### src/rtl/execute_pkg.sv
// Shared execute-stage types: multicycle op encoding, default datapath latencies
// and op-classification helpers used by the HI/LO sequencer.
package execute_pkg;

  typedef enum logic [3:0] {
    M_MULT, M_MULTU, M_DIV, M_DIVU,
    M_MADD, M_MADDU, M_MSUB, M_MSUBU,
    M_MTHI, M_MTLO
  } multicycle_t;

  localparam int unsigned MULT_LAT_DEFAULT = 3;
  localparam int unsigned DIV_LAT_DEFAULT  = 33;

  function automatic logic op_is_signed(multicycle_t op);
    return op inside {M_MULT, M_DIV, M_MADD, M_MSUB};
  endfunction

  function automatic logic op_is_div(multicycle_t op);
    return op inside {M_DIV, M_DIVU};
  endfunction

  function automatic logic op_is_accum(multicycle_t op);
    return op inside {M_MADD, M_MADDU, M_MSUB, M_MSUBU};
  endfunction

  function automatic logic op_is_sub(multicycle_t op);
    return op inside {M_MSUB, M_MSUBU};
  endfunction

endpackage

### src/rtl/hilo_sched_if.sv
// Request bus from execute plus the launch/result port of the external
// multiplier/divider, bundled for hilo_sched.
interface hilo_sched_if;
  import execute_pkg::*;

  logic        req_valid;
  logic        req_ready;
  multicycle_t req_op;
  logic [31:0] a;
  logic [31:0] b;
  logic        md_start;
  logic        md_signed;
  logic        md_div;
  logic [31:0] md_a;
  logic [31:0] md_b;
  logic [31:0] md_hi;
  logic [31:0] md_lo;
  logic        busy;
  logic        done;
  logic [31:0] hi;
  logic [31:0] lo;

  // Handshake: a request transfers on a rising clk edge where req_valid && req_ready;
  // req_op/a/b must stay stable while req_valid is high and not yet accepted, and
  // req_ready never depends on req_valid in the same cycle.
  modport master (
    output req_valid, req_op, a, b, md_hi, md_lo,
    input  req_ready, md_start, md_signed, md_div, md_a, md_b, busy, done, hi, lo
  );

  modport slave (
    input  req_valid, req_op, a, b, md_hi, md_lo,
    output req_ready, md_start, md_signed, md_div, md_a, md_b, busy, done, hi, lo
  );

endinterface

### src/rtl/hilo_accum.sv
// 64-bit modulo-2^64 add/subtract of {HI,LO} and a product (MADD/MSUB family).
// Built only when HILO_SCHED_ACCUM_EN is defined.
`ifdef HILO_SCHED_ACCUM_EN
module hilo_accum (
  input  logic [63:0] acc_i,
  input  logic [63:0] prod_i,
  input  logic        sub_i,
  output logic [63:0] sum_o
);
  assign sum_o = sub_i ? (acc_i - prod_i) : (acc_i + prod_i);
endmodule
`endif

### src/rtl/hilo_sched.sv
// Owner of HI/LO and sequencer for multiply/divide/move-to-HI/LO requests.
// Define HILO_SCHED_ACCUM_EN to build MADD/MSUB accumulation (ACC state + hilo_accum).
module hilo_sched
  import execute_pkg::*;
#(
  parameter int unsigned MULT_LAT = MULT_LAT_DEFAULT,
  parameter int unsigned DIV_LAT  = DIV_LAT_DEFAULT
) (
  input  logic        clk,
  input  logic        resetn,
  input  logic        flushE,
  hilo_sched_if.slave bus,
  output logic [1:0]  state_o
);

  localparam int unsigned MAX_LAT = (MULT_LAT > DIV_LAT) ? MULT_LAT : DIV_LAT;
  localparam int unsigned CNT_W   = $clog2(MAX_LAT + 1);

  localparam logic [CNT_W-1:0] MULT_CNT = CNT_W'(MULT_LAT);
  localparam logic [CNT_W-1:0] DIV_CNT  = CNT_W'(DIV_LAT);
  localparam logic [CNT_W-1:0] CNT_ONE  = CNT_W'(1);

  localparam logic [1:0] S_IDLE = 2'd0;
  localparam logic [1:0] S_RUN  = 2'd1;
  localparam logic [1:0] S_ACC  = 2'd2;

  logic [1:0]       state_q, state_d;
  logic [CNT_W-1:0] cnt_q, cnt_d;
  multicycle_t      op_q, op_d;
  logic [31:0]      a_q, a_d, b_q, b_d;
  logic [31:0]      hi_q, hi_d, lo_q, lo_d;
  logic             launch, commit, launchable;
  multicycle_t      md_op;

`ifdef HILO_SCHED_ACCUM_EN
  logic [63:0] prod_q, prod_d, acc_sum;

  hilo_accum u_accum (
    .acc_i  ({hi_q, lo_q}),
    .prod_i (prod_q),
    .sub_i  (op_is_sub(op_q)),
    .sum_o  (acc_sum)
  );

  assign launchable = 1'b1;
`else
  // Without the accumulator, MADD/MSUB are swallowed in IDLE as no-ops.
  assign launchable = !op_is_accum(bus.req_op);
`endif

  always_comb begin
    state_d = state_q;
    cnt_d   = cnt_q;
    op_d    = op_q;
    a_d     = a_q;
    b_d     = b_q;
    hi_d    = hi_q;
    lo_d    = lo_q;
    launch  = 1'b0;
    commit  = 1'b0;
`ifdef HILO_SCHED_ACCUM_EN
    prod_d  = prod_q;
`endif
    case (state_q)
      S_IDLE: begin
        if (bus.req_valid && !flushE) begin
          if (bus.req_op == M_MTHI) begin
            hi_d = bus.a;
          end else if (bus.req_op == M_MTLO) begin
            lo_d = bus.a;
          end else if (launchable) begin
            launch  = 1'b1;
            op_d    = bus.req_op;
            a_d     = bus.a;
            b_d     = bus.b;
            cnt_d   = op_is_div(bus.req_op) ? DIV_CNT : MULT_CNT;
            state_d = S_RUN;
          end
        end
      end
      S_RUN: begin
        if (flushE) begin
          state_d = S_IDLE;
          cnt_d   = '0;
        end else begin
          cnt_d = cnt_q - CNT_ONE;
          // The datapath result is valid only in the cycle the counter reads 1.
          if (cnt_q == CNT_ONE) begin
`ifdef HILO_SCHED_ACCUM_EN
            if (op_is_accum(op_q)) begin
              prod_d  = {bus.md_hi, bus.md_lo};
              state_d = S_ACC;
            end else
`endif
            begin
              hi_d    = bus.md_hi;
              lo_d    = bus.md_lo;
              commit  = 1'b1;
              state_d = S_IDLE;
            end
          end
        end
      end
`ifdef HILO_SCHED_ACCUM_EN
      S_ACC: begin
        state_d = S_IDLE;
        if (!flushE) begin
          {hi_d, lo_d} = acc_sum;
          commit       = 1'b1;
        end
      end
`endif
      default: begin
        state_d = S_IDLE;
        cnt_d   = '0;
      end
    endcase
  end

  always_ff @(posedge clk) begin
    if (!resetn) begin
      state_q <= S_IDLE;
      cnt_q   <= '0;
      op_q    <= M_MULT;
      a_q     <= '0;
      b_q     <= '0;
      hi_q    <= '0;
      lo_q    <= '0;
`ifdef HILO_SCHED_ACCUM_EN
      prod_q  <= '0;
`endif
    end else begin
      state_q <= state_d;
      cnt_q   <= cnt_d;
      op_q    <= op_d;
      a_q     <= a_d;
      b_q     <= b_d;
      hi_q    <= hi_d;
      lo_q    <= lo_d;
`ifdef HILO_SCHED_ACCUM_EN
      prod_q  <= prod_d;
`endif
    end
  end

  // Operands come straight from the request on launch, then from the latch.
  assign md_op         = (state_q == S_IDLE) ? bus.req_op : op_q;
  assign bus.md_a      = (state_q == S_IDLE) ? bus.a : a_q;
  assign bus.md_b      = (state_q == S_IDLE) ? bus.b : b_q;
  assign bus.md_signed = op_is_signed(md_op);
  assign bus.md_div    = op_is_div(md_op);
  assign bus.md_start  = launch & resetn;
  assign bus.done      = commit & resetn;
  assign bus.req_ready = (state_q == S_IDLE);
  assign bus.busy      = (state_q != S_IDLE);
  assign bus.hi        = hi_q;
  assign bus.lo        = lo_q;
  assign state_o       = state_q;

endmodule

### src/flat_wrapper.sv
// flat-port wrapper written by rule: the top's interface ports become plain ports
module hilo_sched_flat import execute_pkg::*;
#(
  parameter int unsigned MULT_LAT = MULT_LAT_DEFAULT,
  parameter int unsigned DIV_LAT  = DIV_LAT_DEFAULT
)
  (clk, resetn, flushE, state_o, bus_req_valid, bus_req_op, bus_a, bus_b, bus_md_hi, bus_md_lo, bus_req_ready, bus_md_start, bus_md_signed, bus_md_div, bus_md_a, bus_md_b, bus_busy, bus_done, bus_hi, bus_lo);
  hilo_sched_if bus_i ();
  input  logic clk;
  input  logic resetn;
  input  logic flushE;
  output logic [1:0] state_o;
  input wire logic [$bits(bus_i.req_valid)-1:0] bus_req_valid;
  input wire logic [$bits(bus_i.req_op)-1:0] bus_req_op;
  input wire logic [$bits(bus_i.a)-1:0] bus_a;
  input wire logic [$bits(bus_i.b)-1:0] bus_b;
  input wire logic [$bits(bus_i.md_hi)-1:0] bus_md_hi;
  input wire logic [$bits(bus_i.md_lo)-1:0] bus_md_lo;
  output wire logic [$bits(bus_i.req_ready)-1:0] bus_req_ready;
  output wire logic [$bits(bus_i.md_start)-1:0] bus_md_start;
  output wire logic [$bits(bus_i.md_signed)-1:0] bus_md_signed;
  output wire logic [$bits(bus_i.md_div)-1:0] bus_md_div;
  output wire logic [$bits(bus_i.md_a)-1:0] bus_md_a;
  output wire logic [$bits(bus_i.md_b)-1:0] bus_md_b;
  output wire logic [$bits(bus_i.busy)-1:0] bus_busy;
  output wire logic [$bits(bus_i.done)-1:0] bus_done;
  output wire logic [$bits(bus_i.hi)-1:0] bus_hi;
  output wire logic [$bits(bus_i.lo)-1:0] bus_lo;
  assign bus_i.req_valid = bus_req_valid;
  assign bus_i.req_op = bus_req_op;
  assign bus_i.a = bus_a;
  assign bus_i.b = bus_b;
  assign bus_i.md_hi = bus_md_hi;
  assign bus_i.md_lo = bus_md_lo;
  assign bus_req_ready = bus_i.req_ready;
  assign bus_md_start = bus_i.md_start;
  assign bus_md_signed = bus_i.md_signed;
  assign bus_md_div = bus_i.md_div;
  assign bus_md_a = bus_i.md_a;
  assign bus_md_b = bus_i.md_b;
  assign bus_busy = bus_i.busy;
  assign bus_done = bus_i.done;
  assign bus_hi = bus_i.hi;
  assign bus_lo = bus_i.lo;
  hilo_sched #(.MULT_LAT(MULT_LAT), .DIV_LAT(DIV_LAT)) u_core (.clk(clk), .resetn(resetn), .flushE(flushE), .bus(bus_i), .state_o(state_o));
endmodule
### config.mk
export PLATFORM = sky130hd
export DESIGN_NAME = hilo_sched_flat
export DESIGN_NICKNAME = d
export VERILOG_FILES = /design/src/rtl/execute_pkg.sv /design/src/rtl/hilo_sched_if.sv /design/src/rtl/hilo_accum.sv /design/src/rtl/hilo_sched.sv /design/src/flat_wrapper.sv
export SDC_FILE = /design/constraint.sdc
export NUM_CORES = 1
export LEC_CHECK = 0
export BUFFER_PORTS_ARGS = -buffer_cell sky130_fd_sc_hd__buf_2
export CORE_MARGIN = 8
export CORE_UTILIZATION = 40
export DETAILED_ROUTE_END_ITERATION = 10
export MAX_ROUTING_LAYER = met4
export PLACE_DENSITY_LB_ADDON = 0.2
export SLEW_MARGIN = 40
export SYNTH_ARGS = -nofsm -noshare
export SYNTH_HDL_FRONTEND = slang
export SYNTH_SLANG_ARGS = --single-unit
### constraint.sdc
create_clock -name clk -period 2.21 [get_ports clk]
set_input_delay 0 -clock clk [delete_from_list [all_inputs] [get_ports clk]]
set_output_delay 0 -clock clk [all_outputs]
set_load 0.01 [all_outputs]
# ---- Word-level counts from Yosys, hierarchy flattened
# Index checks and enable logic that the tools add are counted.
# W data, S select, Z words.
dict set report word_totals {
  in_bits 136
  regBits 140
  word_cells 87
  output_inout_bits 136
}
dict set report classes {
  bitwise 5
  n_eq_ne 23
  add_sub_neg 1
  n_reduce_logical 15
  n_mux 36
}
# operator n
set ops {}
lappend ops {{$mux W32} 11}
lappend ops {{$pmux W32 S2} 2}
lappend ops {{$mux W6} 6}
lappend ops {{$eq A4 B3 Y1 const B} 6}
lappend ops {{$eq A4 B2 Y1 const B} 4}
lappend ops {{$reduce_and A5 Y1} 3}
lappend ops {{$mux W2} 6}
lappend ops {{$pmux W6 S2} 1}
lappend ops {{$eq A4 B4 Y1 const B} 2}
lappend ops {{$mux W1} 8}
lappend ops {{$ne A2 B1 Y1 const B} 4}
lappend ops {{$ne A2 B2 Y1 const B} 4}
lappend ops {{$reduce_bool A2 Y1} 4}
lappend ops {{$reduce_bool A4 Y1} 2}
lappend ops {{$eq A6 B1 Y1 const B} 1}
lappend ops {{$reduce_and A6 Y1} 1}
lappend ops {{$sub A6 B1 Y6 const B} 1}
lappend ops {{$logic_not A4 Y1} 1}
lappend ops {{$mux W4} 1}
lappend ops {{$pmux W2 S2} 1}
lappend ops {{$reduce_and A4 Y1} 1}
lappend ops {{$ne A3 B2 Y1 const B} 1}
lappend ops {{$not A1 Y1} 3}
lappend ops {{$and A1 B1 Y1} 2}
lappend ops {{other kinds (4)} 4}

# ---- Logic depth before layout (Yosys ltp)
dict set report logic_depth {
  ltp_word 8
  mapped_depth 7
  depth_no_buf 5
}

# ---- Least setup slack after synthesis
# Ideal clock, no wire load.
dict set report synth_path {
  path_type {register to register}
  startpoint {register u_core.cnt_q[2]}
  endpoint {register u_core.lo_q[12], in the netlist u_core.bus.lo[12]}
  setup_slack_ps 504
  n_path_buf 2
  path_stages_with_launch 7
  setup_ps 119
  required_ps 2091
  t_arrival_ps 1588
  synth_period_minus_slack_ps 1706
  cell_sequence {dfxtp_1 -> nor4_2 -> nand3_2 -> and2_1 -> clkbuf_1 -> clkbuf_1 -> o221a_2}
}
dict set report synth_via {
  elab_chain_cells 3
}
# element line_no
set synth_lines {}
lappend synth_lines {{from (decl)} hilo_sched.sv:28} ;# logic [CNT_W-1:0] cnt_q, cnt_d;
lappend synth_lines {{from (signal assigned)} hilo_sched.sv:134} ;# cnt_q <= cnt_d;
lappend synth_lines {{$eq A6 B1 Y1} hilo_sched.sv:88} ;# if (cnt_q == CNT_ONE) begin
lappend synth_lines {{$ne A2 B1 Y1 (no line)} n/a}
lappend synth_lines {{$reduce_and A6 Y1 (no line)} n/a}
lappend synth_lines {{to (signal assigned)} hilo_sched.sv:139} ;# lo_q <= lo_d;
lappend synth_lines {{to (decl)} hilo_sched.sv:31} ;# logic [31:0] hi_q, hi_d, lo_q, lo_d;
# Every way passes these cells.
# A chain may end at the register's enable or synchronous reset.

# ---- Worst setup path after layout
dict set report layout_path {
  startpoint {input bus_req_op[1]}
  endpoint {register u_core.a_q[26]}
}
dict set report layout_via {
  elab_chain_cells 4
  elab_cells_between_ends 11
  classes_between {eq/ne (6); bitwise (3); reduce/logical (2)}
}
# element line_no
set layout_lines {}
lappend layout_lines {{from (decl)} flat_wrapper.sv:14} ;# input wire logic [$bits(bus_i.req_op)-1:0] bus_req_op;
lappend layout_lines {{$eq A4 B3 Y1} execute_pkg.sv:23} ;# return op inside {M_MADD, M_MADDU, M_MSUB, M_MSUBU};
lappend layout_lines {{$reduce_bool A4 Y1} execute_pkg.sv:23}
lappend layout_lines {{$not A1 Y1 (no line)} n/a}
lappend layout_lines {{$reduce_and A5 Y1 (no line) *} n/a}
lappend layout_lines {{to (signal assigned)} hilo_sched.sv:125} ;# a_q <= '0;
lappend layout_lines {{to (signal assigned)} hilo_sched.sv:136} ;# a_q <= a_d;
lappend layout_lines {{to (decl)} hilo_sched.sv:30} ;# logic [31:0] a_q, a_d, b_q, b_d;
# Mark *: on every way between the ends. The rest lies on a longest branch, timed or not.

==> impl_metrics.tcl <==
set metrics [dict create \
    power_leakage_nw 4.74 \
    finalClockSkew_ns 0.00778 \
    stdcell_count 1401 \
    worstHoldStart "bus_md_hi[0]" \
    synth_edf_count 0 \
    hp-class "in -> reg" \
    clkTransAtPathRegs_ns 0.06 \
    netlist_area_sq_um 6680 \
    p_per_area_nw_per_um2 632 \
    slew_headroom 0.643 \
    synth_cells 775 \
    grt_first_pass_wirelength_mm 38.9 \
    ys_top_cells_by_area "dfxtp_1 42%, nand2_1 12%, o221a_2 10%, a21boi_0 7.0%, mux2_2 5.4%" \
    clk_path_buf_depth 2 \
    grt_antenna_before_repair 3 \
    dp_cells 1208 \
    ys_seq_elements 139 \
    final_cell_mix "269 x buf_2, 212 x nand2_1, 148 x dlygate4sd3_1" \
    timing.final.crit_share 0.949 \
    synth-main-ff-cell "dfxtp_1" \
    gp_congestion 0.839 \
    slowest_stage "dlygate4sd3_1" \
    place_area_sq_um 8180 \
    cts_made_buffers 17 \
    cp-start-kind "input port" \
    setup_tns_ns 0 \
    insertion_delay_ns 0.42 \
    wl_mm 24.7 \
    die_h_um 145 \
    htree_levels 4 \
    reg2reg_slack_ns 0.17 \
    finish.net_count 1302 \
    core_area_sq_um 16500 \
    hold_viol_final 0 \
    firstDrtPassIters 5 \
    grt_pass1_vias 7341 \
    antenna_left 0 \
    crit_fanout 22 \
    synthArstFlopShare 0 \
    die_area_sq_um 21100 \
    numPortBuffers 270 \
    finalPower_mw 6.55 \
    clkSinkCount 139 \
    hold_end "u_core.bus.hi[0]" \
    crit_chain "dlygate4sd3_1, buf_2, or3b_1, nand4_1, buf_12, nand2_1, a21boi_1, dlygate4sd3_1" \
    cp_data_required_time_ns 2.57 \
    hpwlAfterDp_mm 15.7 \
    reg2reg_from "u_core.state_o[0]" \
    rows 47 \
    vias 7222 \
    cts_tree "done" \
    die_x_um 145 \
    crit_top_cell "dlygate4sd3_1" \
    fin_util 0.629 \
    synth_top_cell_area_share 0.417 \
    status "finished clean" \
    drv_slew 0 \
    ir_drop_uv 544 \
    cp.arrival_ns 2.46 \
    start_util 0.405 \
    grt_max_degree 85 \
    drc 0 \
    worstReg2RegEnd "u_core.a_q[26]" \
    end_kind "register" \
    drive_gt1_frac 0.365 \
    fin_area_sq_um 10400 \
    yosysWarnings 0 \
    finalCriticalPeriod_ns 2.10 \
    tightest_slew_ns 0.528 \
    syn_avg_cell_area_sq_um 8.61 \
    wire_per_inst_um 17.6 \
    gr-total-overflow 0 \
    clockRootBuffer "clkbuf_16" \
    max_freq_ghz 0.477 \
    yosys.area.top_type "dfxtp_1" \
    routed_via_density 5.15 \
    maxCapViolCount 0 \
    grt_use_total 0.231 \
    area_growth_pct 55.2 \
    syn-num-nets 913 \
    final_common_cell "buf_2" \
    synth-seq-area-share 0.417 \
    r2r_cells 6 \
    pin_count 272 \
    crit_type "in -> reg" \
    setup_viol 0 \
    drtIter0Drc 588 \
    synth.distinct_cells 44 \
    max_stage_delay_ns 0.57 \
    min_path_cells 4 \
]
## synth_stat cells, types with 3 or more instances
library cell / n
a21oi_1: 65
nor2_1: 4
nand3_1: 6
nor2b_1: 33
nor3_1: 3
dfxtp_1: 139
inv_1: 4
o221a_2: 60
buf_2: 10
buf_1: 4
mux2_2: 32
nand2b_1: 7
buf_6: 6
a21o_1: 32
clkbuf_1: 50
o21ai_0: 7
a21boi_1: 8
a21boi_0: 62
nand2_1: 212
## area by class of cell
class | instances | area (sq um)
tap | 220 | 275
fill | 1393 | 6100
sequential | 139 | 2790
inverter | 4 | 15.0
clock buffer | 19 | 453
clock inverter | 13 | 119
antenna | 4 | 10.0
multi-input combinational | 560 | 3570
timing repair buffer | 442 | 3140
## kinds of logic after synthesis
family,synth area share
DFF,0.417
other,0.000562
muxes,0.0570
AOI/OAI and AO/OA,0.284
adders and majority gates,0.00375
buffers and inverters,0.0525
and+or+nand+nor,0.185
## report_power, final
group	leakage, nW	internal, mW	switching [mW]
Combinational	3.33	0.594	0.585
Clock	0.283	1.61	1.12
Sequential	1.13	2.59	0.0540
Total	4.74	4.80	1.75
## routing by layer
metal	vias up	track usage	wire, um
li1	3507	-	-
met3	62	0.0634	1720
met5	-	-	0
met2	296	0.357	11500
met4	0	0.104	884
met1	3357	0.276	10600
## registers in the layout, indices dropped and copies added, names as in the netlist
name            cells
u_core.a_q         32
u_core.b_q         32
u_core.bus.hi      32
u_core.bus.lo      32
u_core.cnt_q        6
u_core.op_q         4
u_core.state_o      1
## what timing repair did
action | in CTS | in global routing
hold buffers | 148 | 0
buffers inserted | 0 | 6
endpoints found under the hold margin | 132 | 0
endpoints found under the setup margin | 0 | 20
resized for setup | 0 | 7
## worst max-delay path by stage
stage	from	to	slack [ns]	depth (start not counted)
finish	bus_req_op[1]	u_core.a_q[26]	0.11	8
global route	bus_req_op[3]	u_core.b_q[0]	-0.02	8
CTS	u_core.state_o[0]	u_core.b_q[9]	0.05	6
detailed placement	u_core.state_o[0]	u_core.bus.hi[5]	0.34	5
global placement	u_core.state_o[0]	u_core.bus.hi[26]	0.35	5
floorplan	u_core.cnt_q[2]	u_core.bus.lo[12]	0.50	6
## critical path: cells and delay by family
family                 cells  cell delay (ns)
buffers and inverters      4             1.47
AOI/OAI and AO/OA          1             0.20
and+or+nand+nor            3             0.78
## per-stage QoR
stage / hold WS, ns / setup slack (ns)
4_1_cts: 0.00229 / 0.0511
6_report: 0.0128 / 0.112
3_5_place_dp: 0.260 / 0.336
5_1_grt: 0.0168 / -0.0167
2_1_floorplan: 0.0884 / 0.504
3_3_place_gp: 0.253 / 0.351
Note: power is estimated with default switching activity, not from simulation.
